File: src/rtl/core_csr_pkg.sv
// Shared Zicsr definitions: funct3 opcodes, sequencer state encoding and
// the read-only CSR address predicate. Imported by decode, the CSR file and
// core_csr_access.
package core_csr_pkg;

  // funct3 encodings of the Zicsr instructions (instr[14:12]).
  // Bit 2 selects the immediate form; bits [1:0] select the operation.
  localparam logic [2:0] CSRRW  = 3'b001;
  localparam logic [2:0] CSRRS  = 3'b010;
  localparam logic [2:0] CSRRC  = 3'b011;
  localparam logic [2:0] CSRRWI = 3'b101;
  localparam logic [2:0] CSRRSI = 3'b110;
  localparam logic [2:0] CSRRCI = 3'b111;

  typedef enum logic [1:0] {
    ST_IDLE  = 2'd0,
    ST_READ  = 2'd1,
    ST_WRITE = 2'd2,
    ST_RESP  = 2'd3
  } csr_state_t;

  // addr[11:10] == 2'b11 marks the read-only CSR space.
  function automatic logic csr_addr_is_ro(input logic [11:0] addr);
    return (addr[11:10] == 2'b11);
  endfunction

endpackage

File: src/rtl/core_csr_access.sv
// Purpose: sequences one Zicsr instruction: read CSR, compute RW/RS/RC value,
//   issue at most one write strobe, return the old value and rd to writeback.
// Latency: accept = cycle 0; READ cycle 1, WRITE cycle 2, RSP_VALID cycle 3
//   (cycle 2 without write, cycle 1 when illegal).
// Backpressure: RSP_READY low holds RESP with stable outputs; REQ_READY is
//   high only in IDLE, so requests never overlap.
// Ports: REQ_* request from execute (valid/ready), CSR_* combinational-read /
//   single-strobe-write port to the CSR file, RSP_* result to writeback.
module core_csr_access
  import core_csr_pkg::*;
(
  input  logic        CLK,
  input  logic        RST,
  input  logic        REQ_VALID,
  output logic        REQ_READY,
  input  logic [2:0]  REQ_FUNCT3,
  input  logic [11:0] REQ_ADDR,
  input  logic [4:0]  REQ_RS1,
  input  logic [31:0] REQ_RS1_VAL,
  input  logic [4:0]  REQ_RD,
  output logic [11:0] CSR_ADDR,
  input  logic [31:0] CSR_RDATA,
  output logic [31:0] CSR_WDATA,
  output logic        CSR_WE,
  output logic        RSP_VALID,
  input  logic        RSP_READY,
  output logic [4:0]  RSP_RD,
  output logic [31:0] RSP_DATA,
  output logic        RSP_ILLEGAL
);

  csr_state_t state_q, state_d;

  // Request decode, evaluated on the accept cycle only.
  logic [1:0]  req_op;
  logic        req_wr_intent;
  logic        req_illegal;
  logic [31:0] req_operand;

  // Instruction latches. Only funct3[1:0] is kept: the immediate/register
  // choice is already folded into the latched operand.
  logic [1:0]  op_q;
  logic [11:0] addr_q;
  logic [4:0]  rd_q;
  logic [31:0] operand_q;
  logic        wr_q;
  logic        illegal_q;
  logic [31:0] old_q;

  logic        accept;
  logic [31:0] new_val;

  assign req_op        = REQ_FUNCT3[1:0];
  // Set/clear with rs1 (or zimm) == 0 must not write, so read-only CSRs
  // can still be read with CSRRS/CSRRC.
  assign req_wr_intent = (req_op == CSRRW[1:0]) || (REQ_RS1 != 5'd0);
  assign req_illegal   = (req_op == 2'b00) ||
                         (req_wr_intent && csr_addr_is_ro(REQ_ADDR));
  assign req_operand   = REQ_FUNCT3[2] ? {27'b0, REQ_RS1} : REQ_RS1_VAL;

  assign accept = REQ_VALID && (state_q == ST_IDLE);
  assign RSP_RD = rd_q;

  always_comb begin
    new_val = 32'b0;
    case (op_q)
      CSRRW[1:0]: new_val = operand_q;
      CSRRS[1:0]: new_val = old_q | operand_q;
      CSRRC[1:0]: new_val = old_q & ~operand_q;
      default:    new_val = 32'b0;
    endcase
  end

  always_ff @(posedge CLK or posedge RST) begin
    if (RST) begin
      state_q <= ST_IDLE;
    end else begin
      state_q <= state_d;
    end
  end

  always_ff @(posedge CLK or posedge RST) begin
    if (RST) begin
      op_q      <= 2'b0;
      addr_q    <= 12'b0;
      rd_q      <= 5'b0;
      operand_q <= 32'b0;
      wr_q      <= 1'b0;
      illegal_q <= 1'b0;
      old_q     <= 32'b0;
    end else if (accept) begin
      op_q      <= req_op;
      addr_q    <= REQ_ADDR;
      rd_q      <= REQ_RD;
      operand_q <= req_operand;
      wr_q      <= req_wr_intent;
      illegal_q <= req_illegal;
      old_q     <= 32'b0;
    end else if (state_q == ST_READ) begin
      old_q     <= CSR_RDATA;
    end
  end

  // All CSR-side and response outputs decode from state alone, so an async
  // reset removes CSR_WE and RSP_VALID without waiting for a clock edge.
  always_comb begin
    state_d     = state_q;
    REQ_READY   = 1'b0;
    CSR_ADDR    = 12'b0;
    CSR_WDATA   = 32'b0;
    CSR_WE      = 1'b0;
    RSP_VALID   = 1'b0;
    RSP_DATA    = 32'b0;
    RSP_ILLEGAL = 1'b0;
    case (state_q)
      ST_IDLE: begin
        REQ_READY = 1'b1;
        if (REQ_VALID) begin
          state_d = req_illegal ? ST_RESP : ST_READ;
        end
      end
      ST_READ: begin
        CSR_ADDR = addr_q;
        state_d  = wr_q ? ST_WRITE : ST_RESP;
      end
      ST_WRITE: begin
        CSR_ADDR  = addr_q;
        CSR_WE    = 1'b1;
        CSR_WDATA = new_val;
        state_d   = ST_RESP;
      end
      ST_RESP: begin
        RSP_VALID   = 1'b1;
        RSP_DATA    = illegal_q ? 32'b0 : old_q;
        RSP_ILLEGAL = illegal_q;
        if (RSP_READY) begin
          state_d = ST_IDLE;
        end
      end
      default: state_d = ST_IDLE;
    endcase
  end

endmodule
File: config.mk
export PLATFORM = sky130hd
export DESIGN_NAME = core_csr_access
export DESIGN_NICKNAME = d
export VERILOG_FILES = /design/src/rtl/core_csr_pkg.sv /design/src/rtl/core_csr_access.sv
export SDC_FILE = /design/constraint.sdc
export NUM_CORES = 1
export LEC_CHECK = 0
export CAP_MARGIN = 40
export CORE_MARGIN = 1
export CORE_UTILIZATION = 48
export CTS_CLUSTER_DIAMETER = 40
export DETAILED_ROUTE_END_ITERATION = 16
export PLACE_DENSITY_LB_ADDON = 0.15
export SLEW_MARGIN = 10
export SYNTH_ARGS = -nofsm -noshare
export SYNTH_HDL_FRONTEND = slang
export SYNTH_SLANG_ARGS = --single-unit
File: constraint.sdc
create_clock -name CLK -period 7.3 [get_ports CLK]
set_input_delay 1.46 -clock CLK [delete_from_list [all_inputs] [get_ports CLK]]
set_output_delay 1.46 -clock CLK [all_outputs]
set_load 0.01 [all_outputs]
==> flow_summary.toml <==
[clocking]
root_buffer = "clkbuf_8"
cts_setup_buffers = 0
tritoncts = "yes"
htreeDepth = 3
cts_buffer_depth = 2
clk_pin_slew_ns = 0.09
ctsResizeCount = 0
clkSinkCount = 87
clock_latency_ns = 0.35
hold_buffers = 0
cts_inserted_buffers = 9

[power_and_ir_drop]
sw_frac_of_total_pct = 39.15
comb_power_share_pct = 49.2
p_seq_share_pct = 35.5
p_per_area_mw_per_mm2 = 365.4
power_mw = 2.503
power_leakage_nw = 2.940
peakVddDrop_v = 0.0001912
clkPwrFrac_pct = 15.3
intPower_mw = 1.523
switchingPower_mw = 0.9801

[yosys]
synth.lib_cells_used.distinct = 30
ys.flop_type = "dfrtp_1"
synth_seq_area_share_pct = 46.09
synthTopCellsByCount = "165 x nand2_1, 87 x dfrtp_1, 46 x and2_1, 43 x nand3b_1, 37 x mux2i_1"
synth_top_area_cell = "dfrtp_1"
async_reset_ff_share_pct = 100.0
synthesis.instances = 533
ys_ff_latch = 87
ys_warn_count = 0
synth.area.top_cells = "dfrtp_1 46%, nand2_1 13%, mux2i_1 7.8%"
synth_area_per_cell_um2 = 8.862
synth_edf_count = 0
synth_nets = 631
synth.most_common_cell = "nand2_1"
yosysTopAreaCellShare_pct = 46.09
syn_area_mm2 = 0.004723

[worst_setup_path]
path_buf_inv = 2
critical_path.top_delay_family = "flip-flops"
rr_endpoint = "operand_q[26]"
cp-start-kind = "flop"
cp_slowest_cell = "dfrtp_1"
cp.arrival_ns = 2.87
required_ns = 5.84
r2r_setup_slack_ns = 5.13
reg2reg_depth = 6
crit_path_max_incr_delay_ns = 0.89
cp-end-kind = "output port"
worstReg2RegStart = "state_q[0]"
path_max_fanout = 19
startpoint = "op_q[0]"
critical_path_class = "reg2out"
crit_chain = "nor2b_1 > buf_4 > nand2_1 > a21boi_0 > clkdlybuf4s50_1"

[route]
wl_per_cell_um = 15.86
vias = 4290
route.detailed.drc = 0
detail-route-antenna-nets = 0
via_per_inst = 5.194
drt_first_pass_iters = 4
routed_wl_mm = 13.10
drt_iter0_markers = 174

[timing]
fin_setup_tns_ns = 0
post-route-min-period_ns = 4.329
slew_viol_final = 0
worstMarginPinSlew_ns = 0.8280
relSlewSlack_pct = 44.80
timing.fmax_mhz = 231.0
final_hold_viol_count = 0
rsz0062_at_grt = "no"
finalSetupViolCount = 0
worst_clock_skew_ns = 0.01404
fin_crit_sh_pct = 59.30

[finish]
drive_above_1_share_pct = 4.878
antennaDiodeCount = 0
syn_to_final_growth_pct = 45.03
fin_area_mm2 = 0.006850
nets = 790
final_util_pct = 73.10
fin_cells = 826
layout.area.seq_mm2 = 0.002177
multi_input_area_mm2 = 0.002370
nFillCells = 750

[placement]
port_buffers = 177
place_inst = 810
hpwl_mm = 9.213
placed_cell_area_mm2 = 0.006621
gp_congestion = 0.7731

[worst_hold_path]
hold_path.startpoint = "addr_q[11]"
hold_path.class = "reg2reg"
holdPathEnd = "addr_q[11]"
holdPathStages = 2

[grt]
grt_pass1_vias = 4279
grt_max_degree = 67
antenna_found_initial = 0
grt_overflow = 0
grt_pass1_wl_mm = 21.02
grt.total_usage_pct = 26.54

[run_status]
status = "complete, no violations"

[floorplan]
core_mm2 = 0.009371
initial_utilization_pct = 50.40
dieArea_mm2 = 0.01024
die_w_um = 101.2
rows = 35
die_h_um = 101.2
pin_count = 178

[job]
cap_violations = 0
-- layout make-up --
type	instances	share of cell area, %
Multi-Input combinational cell	405	34.59
Clock inverter	6	1.333
Timing Repair Buffer	186	27.73
Sequential cell	87	31.78
Inverter	3	0.2009
Tap cell	129	2.356
Clock buffer	10	2.009
-- state kept, by name, summed over array words and instances, names as in the netlist --
register   cells
old_q         32
op_q           2
addr_q        12
wr_q           1
illegal_q      1
RSP_RD         5
operand_q     32
state_q        2
-- per-layer routing --
| metal | track usage [%] | routed length, um | vias up |
|---|---|---|---|
| met3 | 4.348 | 798 | 11 |
| met2 | 45.94 | 6640 | 140 |
| met1 | 33.96 | 5539 | 2074 |
| met4 | 8.807 | 121 | 0 |
| met5 | 0 | 0 | - |
| li1 | - | - | 2065 |
-- kinds of logic (layout without fill, tap and decap cells) --
| family | Yosys count | after routing | share of synthesized area, % |
|---|---|---|---|
| mux | 37 | 37 | 7.841 |
| buf+inv | 41 | 205 | 3.920 |
| flops | 87 | 87 | 46.09 |
| simple gates | 302 | 302 | 30.68 |
| fa+ha+maj | 5 | 5 | 1.325 |
| compound gates | 60 | 60 | 9.563 |
| xor+xnor | 1 | 1 | 0.5829 |
-- power groups by stage --
| stage | combinational, mW | sequential, mW | clock [mW] |
|---|---|---|---|
| after floorplan | 0.738 | 0.831 | 0 |
| after global placement | 1.16 | 0.876 | 0 |
| after detailed placement | 1.24 | 0.892 | 0 |
| after CTS | 1.25 | 0.883 | 0.387 |
| after global routing | 1.35 | 0.917 | 0.409 |
| final | 1.23 | 0.888 | 0.383 |
-- worst max-delay path by stage --
stage / endpoint / slack [ns] / cells past startpoint
6_report: CSR_WDATA[24] / 2.97 / 5
5_1_grt: CSR_WDATA[31] / 2.83 / 5
4_1_cts: CSR_WDATA[24] / 3.00 / 5
3_5_place_dp: CSR_WDATA[24] / 3.42 / 5
3_3_place_gp: CSR_WDATA[16] / 3.19 / 4
2_1_floorplan: RSP_RD[0] / 3.59 / 1
-- cell usage in the layout (no fill, tap or decap), drive strengths merged --
master / n
nor3: 1
o41ai: 2
o211ai: 15
clkinv: 2
nor4b: 1
a211oi: 1
o21a: 1
nor2: 36
bufinv: 2
clkdlybuf4s50: 177
mux2i: 37
xor2: 1
dfrtp: 87
and2b: 1
o21ai: 7
a21oi: 1
a21boi: 32
nor2b: 7
buf: 9
ha: 5
and2: 46
clkbuf: 10
nor4: 1
or4: 1
inv: 5
o311ai: 1
nand2: 165
nand3b: 43
-- worst min-delay path, cell delays in order (launching register included) --
cell	delay, ns
dfrtp_1	0.34
nand2_1	0.05
nand2_1	0.05
-- per-stage QoR --
stage / worst slack (ns) / hold slack [ns]
floorplan: 3.590 / 0.4380
global placement: 3.194 / 0.4502
detailed placement: 3.415 / 0.4549
CTS: 3.001 / 0.4760
global route: 2.829 / 0.4878
finish: 2.971 / 0.4724
No activity file was read; power rests on OpenSTA's default activity.
